## src/rtl/approx_add_pipe.sv

```systemverilog
// Pipelined approximate unsigned adder: B-LSB passthrough below APPROX_BITS, segmented carry chain, valid/ready flow control.
// Define ERR_STATS_EN to add the error-statistics ports (stats_clr, err_cnt, err_max) and their logic.
module approx_add_pipe #(
    parameter int WIDTH       = 8,
    parameter int APPROX_BITS = 1,
    parameter int STAGES      = 2,
    parameter int CNT_W       = 16
) (
    input  logic                 clk,
    input  logic                 rst,
    input  logic                 in_valid,
    output logic                 in_ready,
    input  logic [WIDTH-1:0]     a,
    input  logic [WIDTH-1:0]     b,
    input  logic                 approx_en,
    output logic                 out_valid,
    input  logic                 out_ready,
    output logic [WIDTH:0]       sum,
    output logic                 out_approx
`ifdef ERR_STATS_EN
    ,
    input  logic                 stats_clr,
    output logic [CNT_W-1:0]     err_cnt,
    output logic [((APPROX_BITS > 0) ? APPROX_BITS : 1)-1:0] err_max
`endif
);

    localparam int EW  = (APPROX_BITS > 0) ? APPROX_BITS : 1;
    localparam int SEG = (WIDTH + STAGES - 1) / STAGES;
    localparam logic [WIDTH-1:0] LSB_MASK = WIDTH'((64'd1 << APPROX_BITS) - 64'd1);

    if (WIDTH < 2 || APPROX_BITS < 0 || APPROX_BITS > WIDTH - 1 ||
        STAGES < 1 || STAGES > WIDTH || CNT_W < 1) begin : g_bad_params
        $error("approx_add_pipe: illegal parameter combination");
    end

    // Zeroing A's low bits makes an exact add produce the approximate result:
    // B's LSBs pass through and no carry can reach bit k.
    logic [WIDTH-1:0] a_in;
    assign a_in = approx_en ? (a & ~LSB_MASK) : a;

    logic [STAGES-1:0] valid_q;
    logic [STAGES-1:0] adv;
    logic              down_free;

    // Stage j advances when full and the stage below is empty or advancing.
    always_comb begin
        // NOTE: every combinational output gets a default first so no latch is inferred.
        adv       = '0;
        down_free = out_ready;
        for (int j = STAGES - 1; j >= 0; j--) begin
            adv[j]    = valid_q[j] & down_free;
            down_free = ~valid_q[j] | adv[j];
        end
    end

    assign in_ready = ~valid_q[0] | adv[0];

    for (genvar i = 0; i < STAGES; i++) begin : g_stage
        localparam int LO = (i * SEG < WIDTH) ? i * SEG : WIDTH;
        localparam int HI = ((i + 1) * SEG < WIDTH) ? (i + 1) * SEG : WIDTH;
        localparam logic [WIDTH:0] MASK = (WIDTH+1)'((64'd1 << (HI - LO)) - 64'd1);

        logic [WIDTH-1:0] a_src, b_src, s_src;
        logic             c_src, ap_src, load;
        logic [WIDTH:0]   seg;
        logic [WIDTH-1:0] s_r;
        logic             c_r, ap_r, v_r;
`ifdef ERR_STATS_EN
        logic [EW-1:0]    err_src, err_r;
`endif

        if (i == 0) begin : g_head
            assign a_src  = a_in;
            assign b_src  = b;
            assign s_src  = '0;
            assign c_src  = 1'b0;
            assign ap_src = approx_en;
            assign load   = in_valid & in_ready;
`ifdef ERR_STATS_EN
            // Error (exact - approx) is exactly the A bits that were dropped.
            assign err_src = approx_en ? EW'(a & LSB_MASK) : '0;
`endif
        end else begin : g_body
            assign a_src  = g_stage[i-1].g_ops.a_r;
            assign b_src  = g_stage[i-1].g_ops.b_r;
            assign s_src  = g_stage[i-1].s_r;
            assign c_src  = g_stage[i-1].c_r;
            assign ap_src = g_stage[i-1].ap_r;
            assign load   = adv[i-1];
`ifdef ERR_STATS_EN
            assign err_src = g_stage[i-1].err_r;
`endif
        end

        assign seg = (({1'b0, a_src} >> LO) & MASK) + (({1'b0, b_src} >> LO) & MASK)
                   + {{WIDTH{1'b0}}, c_src};

        always_ff @(posedge clk or posedge rst) begin
            if (rst) begin
                v_r <= 1'b0;
            end else begin
                // NOTE: state updates use non-blocking assignments so every stage samples pre-edge values.
                v_r <= load | (v_r & ~adv[i]);
            end
        end

        always_ff @(posedge clk or posedge rst) begin
            // NOTE: datapath registers are reset as well so sum/out_approx read 0 out of reset.
            if (rst) begin
                s_r  <= '0;
                c_r  <= 1'b0;
                ap_r <= 1'b0;
            end else if (load) begin
                s_r  <= s_src | WIDTH'((seg & MASK) << LO);
                c_r  <= seg[HI-LO];
                ap_r <= ap_src;
            end
        end

        // Operands are only carried forward where a later stage still consumes them.
        if (i < STAGES - 1) begin : g_ops
            logic [WIDTH-1:0] a_r, b_r;
            always_ff @(posedge clk or posedge rst) begin
                if (rst) begin
                    a_r <= '0;
                    b_r <= '0;
                end else if (load) begin
                    a_r <= a_src;
                    b_r <= b_src;
                end
            end
        end

`ifdef ERR_STATS_EN
        always_ff @(posedge clk or posedge rst) begin
            if (rst) begin
                err_r <= '0;
            end else if (load) begin
                err_r <= err_src;
            end
        end
`endif

        assign valid_q[i] = v_r;
    end

    assign out_valid  = valid_q[STAGES-1];
    assign sum        = {g_stage[STAGES-1].c_r, g_stage[STAGES-1].s_r};
    assign out_approx = g_stage[STAGES-1].ap_r;

`ifdef ERR_STATS_EN
    logic [EW-1:0] out_err;
    assign out_err = g_stage[STAGES-1].err_r;

    always_ff @(posedge clk or posedge rst) begin
        if (rst) begin
            err_cnt <= '0;
            err_max <= '0;
        end else if (stats_clr) begin
            err_cnt <= '0;
            err_max <= '0;
        end else if (out_valid && out_ready && out_approx && out_err != '0) begin
            if (err_cnt != {CNT_W{1'b1}}) begin
                err_cnt <= err_cnt + CNT_W'(1);
            end
            if (out_err > err_max) begin
                err_max <= out_err;
            end
        end
    end
`endif

endmodule

```

## config.mk

```make
export PLATFORM = sky130hd
export DESIGN_NAME = approx_add_pipe
export DESIGN_NICKNAME = d
export VERILOG_FILES = /design/src/rtl/approx_add_pipe.sv
export SDC_FILE = /design/constraint.sdc
export NUM_CORES = 1
export LEC_CHECK = 0
export CAP_MARGIN = 0
export CORE_ASPECT_RATIO = 1.2
export CORE_MARGIN = 2
export CORE_UTILIZATION = 52
export CTS_CLUSTER_SIZE = 10
export DETAILED_ROUTE_END_ITERATION = 10
export PLACE_DENSITY = 0.89
export SLEW_MARGIN = 10
export SYNTH_ARGS = -nofsm -noshare
export SYNTH_HDL_FRONTEND = slang
export SYNTH_SLANG_ARGS = --single-unit
```

## constraint.sdc

```tcl
create_clock -name clk -period 3.9 [get_ports clk]
set_input_delay 0.78 -clock clk [delete_from_list [all_inputs] [get_ports clk]]
set_output_delay 0.78 -clock clk [all_outputs]
set_load 0.01 [all_outputs]
```

# Word level (Yosys, flattened, before mapping)
# Index checks and enable logic that the tools add are counted.
# totals
regBits	34
inputBits	21
output_inout_bits	12
wordCells	28
# classes
add_sub_neg	3
muxes	1
bitwise	14
# op_table
cell	count
$add 4x4->5	2
$or 4x8->8	1
$add 5x1->5	1
$and 1x1->1	5
$not 1->1	4
$or 1x1->1	4
$mux 1	1

# Logic depth before layout (Yosys ltp)
# logic_depth
ltp_word	6
ltp_mapped	7
depth_no_buf	7

# Least setup slack after synthesis
# OpenSTA, ideal clock, no wires.
# synth_path
path_type	input to register
start	in a[0]
end	reg g_stage[0].s_r[2]
setup_ps	125
arrival_ps	1863
required_time_ps	3775
path_slack_ps	1912
stages	6
path_buffers	0
path_cell_list	nor2b_1 -> ha_1 -> inv_1 -> fa_1 -> xnor2_1 -> mux2_4
# synth_via
elab_chain_cells	2
# synth_rtl
element	line	source
start: declaration	13	input logic [WIDTH-1:0] a,
$mux 1	40	assign a_in = approx_en ? (a & ~LSB_MASK) : a;
$add 4x4->5	96	assign seg = (({1'b0, a_src} >> LO) & MASK) + (({1'b0, b_src} >> LO) & MASK)
end signal: assignment	115	s_r <= s_src | WIDTH'((seg & MASK) << LO);
end: declaration	67	logic [WIDTH-1:0] s_r;
# Every way passes these cells.
# A chain may end at the register's enable or synchronous reset.

# Worst setup path after layout
# layout_path
start	in out_ready
end	out in_ready
# layout_via
elab_chain_cells	4
# layout_rtl
element	line	source
start: declaration	17	input logic out_ready,
$and 1x1->1	52	adv[j] = valid_q[j] & down_free;
$or 1x1->1	53	down_free = ~valid_q[j] | adv[j];
$and 1x1->1	52	
$or 1x1->1	57	assign in_ready = ~valid_q[0] | adv[0];
end: declaration	12	output logic in_ready,
# Every way passes these cells.

==> impl_metrics.yaml <==
global_routing:
  grt_max_degree: 27
  grt_pass1_wl_mm: 4.091
  grt_use_total_pct: 17.88
  antenna_found_initial: 0
  grt.overflow.total: 0
  grt_pass1_vias: 994
floorplan:
  num_rows: 20
  chipWidth_um: 50.28
  ioPinCount: 33
  die_y_um: 59.53
  dieArea_mm2: 0.002993
  start_util_pct: 53.94
  coreArea_mm2: 0.002477
job:
  maxCapViolCount: 0
synth:
  netlist_area_mm2: 0.001336
  yosys.cell_count.top_type: "dfrtp_1"
  syn-num-nets: 132
  synth_common_cells: "dfrtp_1, inv_1, mux2_4"
  yosysSeqAreaShare_pct: 48.69
  synth_top_area_share_pct: 48.69
  avgSynthCellArea_um2: 13.23
  synth.largest_area_cell: "dfrtp_1"
  synth_seq_cells: 26
  async_reset_ff_share_pct: 100.0
  synth-edff-count: 0
  postSynthCellCount: 101
  synth_ff_type: "dfrtp_1"
  netlist_top_cells_area: "dfrtp_1, mux2_4, mux2_2"
  yosys.cell_types.count: 28
  yosys_warnings: 0
pwr:
  vdd_drop_max_mv: 0.3088
  power.leakage_nw: 0.7655
  p_clk_share_pct: 14.3
  power_frac_comb_pct: 36.9
  power_frac_seq_pct: 48.8
  p_switching_mw: 0.2193
  swShare_pct: 28.87
  p_int_mw: 0.5404
  p_per_area_mw_per_mm2: 448.8
status:
  outcome: "finished, final reports clean"
setup_path:
  worstPathArrival_ps: 2040
  worst_path_largest_cell_delay_ps: 560
  rr_worst_depth: 4
  cpMostUsedCell: "clkdlybuf4s50_1"
  regToRegSetupSlack_ps: 2290
  critical_path.cell_chain: "clkdlybuf4s50_1, nand3b_4, clkdlybuf4s50_1"
  critical_path.max_fanout: 8
  worst_ep_required_time_ps: 3120
  cp-end-kind: "primary output"
  reg2reg_from: "g_stage[0].c_r"
  cp_slowest_cell: "clkdlybuf4s50_1"
  start_kind: "primary input"
  crit_type: "in2out"
  r2r_end: "g_stage[1].s_r[5]"
placed_design:
  placed_cells: 164
  io_buffer_count: 32
  place_ws_ps: 1089
  placed_area_mm2: 0.001670
  place_congestion: 0.6824
  dp_hpwl_mm: 1.870
clock_tree:
  clkTransAtPathRegs_ps: 120
  clock_latency_ps: 310
  cts_root_buf: "clkbuf_4"
  cts_buffers: 3
  cts_tree: "yes"
  htreeDepth: 1
  hold_buffers: 0
  post-cts-setup-buffers: 0
  cts_num_sinks: 26
  clock_path_buffers: 2
  cts_resized: 0
worst_hold_path:
  worstHoldStart: "g_stage[1].s_r[5]"
  holdPathStages: 2
  whs_endpoint: "g_stage[1].s_r[5]"
  hp-class: "reg2reg"
drt:
  initialDrtViolationCount: 12
  antenna_left: 0
  vias: 869
  viasPerCell: 5.204
  drc: 0
  wire_per_inst_um: 13.96
  routed_wirelength_mm: 2.332
  drtPass1Iterations: 4
layout:
  multi_input_area_um2: 624.3
  diodes: 0
  nets: 167
  area_growth_pct: 26.69
  area.sequential_um2: 650.6
  instances_no_fill: 167
  stdcell_area_mm2: 0.001693
  drive_gt1_share_pct: 17.91
  fillCellCount: 177
timing:
  holdWs_ps: 522.5
  period_share_pct: 72.35
  finalSetupTns_ps: 0
  drv_slew: 0
  skew_ps: 2.968
  relSlewSlack_pct: 36.70
  setup_ws_ps: 1078
  finalSetupViolations: 0
  fin_crit_ps: 2822
  worstMarginPinSlew_ps: 948.5
  grt_setup_unrepaired: "false"
  finalHoldViolCount: 0
  clock.fmax_mhz: 354.4
-- power groups by stage --
stage	clock (mW)	combinational (mW)	sequential, mW
floorplan	0	0.142	0.387
global placement	0	0.271	0.372
detailed placement	0	0.282	0.379
CTS	0.114	0.284	0.373
global route	0.121	0.307	0.379
finish	0.109	0.280	0.371
-- metrics by stage --
| step | total power [mW] | utilization (%) |
|---|---|---|
| final | 0.7598 | 68.33 |
| after CTS | 0.7703 | 68.33 |
| after global placement | 0.6431 | 67.42 |
| after detailed placement | 0.6612 | 67.42 |
| after floorplan | 0.5292 | - |
| after global routing | 0.8070 | 68.33 |
-- worst max-delay path: cells and delay by family --
family / cells / cell delay (ps)
buffers and inverters: 2 / 1060
and+or+nand+nor: 1 / 200
-- layout make-up --
cell class / count / area share (%)
inverter: 9 / 1.996
multi-input combinational: 64 / 36.88
timing repair buffer: 32 / 18.92
tap: 33 / 2.439
sequential: 26 / 38.43
clock buffer: 3 / 1.330
-- kinds of logic (layout without fill, tap and decap cells) --
kind of cell / after synthesis / after routing / synth area share (%)
adders and majority gates: 10 / 10 / 11.05
xor gates and xnor gates: 2 / 2 / 1.311
AOI/OAI and AO/OA: 20 / 20 / 8.988
muxes: 17 / 17 / 16.85
DFF: 26 / 26 / 48.69
buffers and inverters: 11 / 44 / 4.588
and+or+nand+nor: 15 / 15 / 8.521
-- worst max-delay path by stage --
stage,to,slack [ps],start,cells past startpoint
final,in_ready,1080,out_ready,3
after floorplan,g_stage[0].s_r[2],1910,a[0],6
after global routing,in_ready,1050,out_ready,3
after detailed placement,in_ready,1090,out_ready,3
after global placement,in_ready,1100,out_ready,3
after CTS,in_ready,1080,out_ready,3
-- registers in the layout (all words and copies together) (netlist names) --
register / cells
out_approx: 1
g_stage.c_r: 2
g_stage.v_r: 1
g_stage.ap_r: 1
g_stage.g_ops.a_r: 4
g_stage.g_ops.b_r: 4
g_stage.s_r: 12
out_valid: 1
-- routing by layer --
metal | vias to the layer above | routed length [µm] | GRT usage (%)
met5 | - | 0 | 0
met4 | 0 | 20 | 6.746
met3 | 2 | 80 | 2.525
met2 | 20 | 1287 | 33.65
met1 | 428 | 943 | 20.33
li1 | 419 | - | -
-- cells in the final DEF (no fill, tap or decap), types with 2 or more instances in the layout --
master	instances
fa_1	3
o21ai_0	7
clkdlybuf4s50_1	32
dfrtp_1	26
nor2b_1	3
and3b_1	2
a21oi_1	6
mux2_4	9
clkbuf_4	3
o31ai_1	2
ha_1	7
nand3_1	2
a21boi_0	2
inv_1	9
mux2_2	8
(Power assumes the default switching activity.)
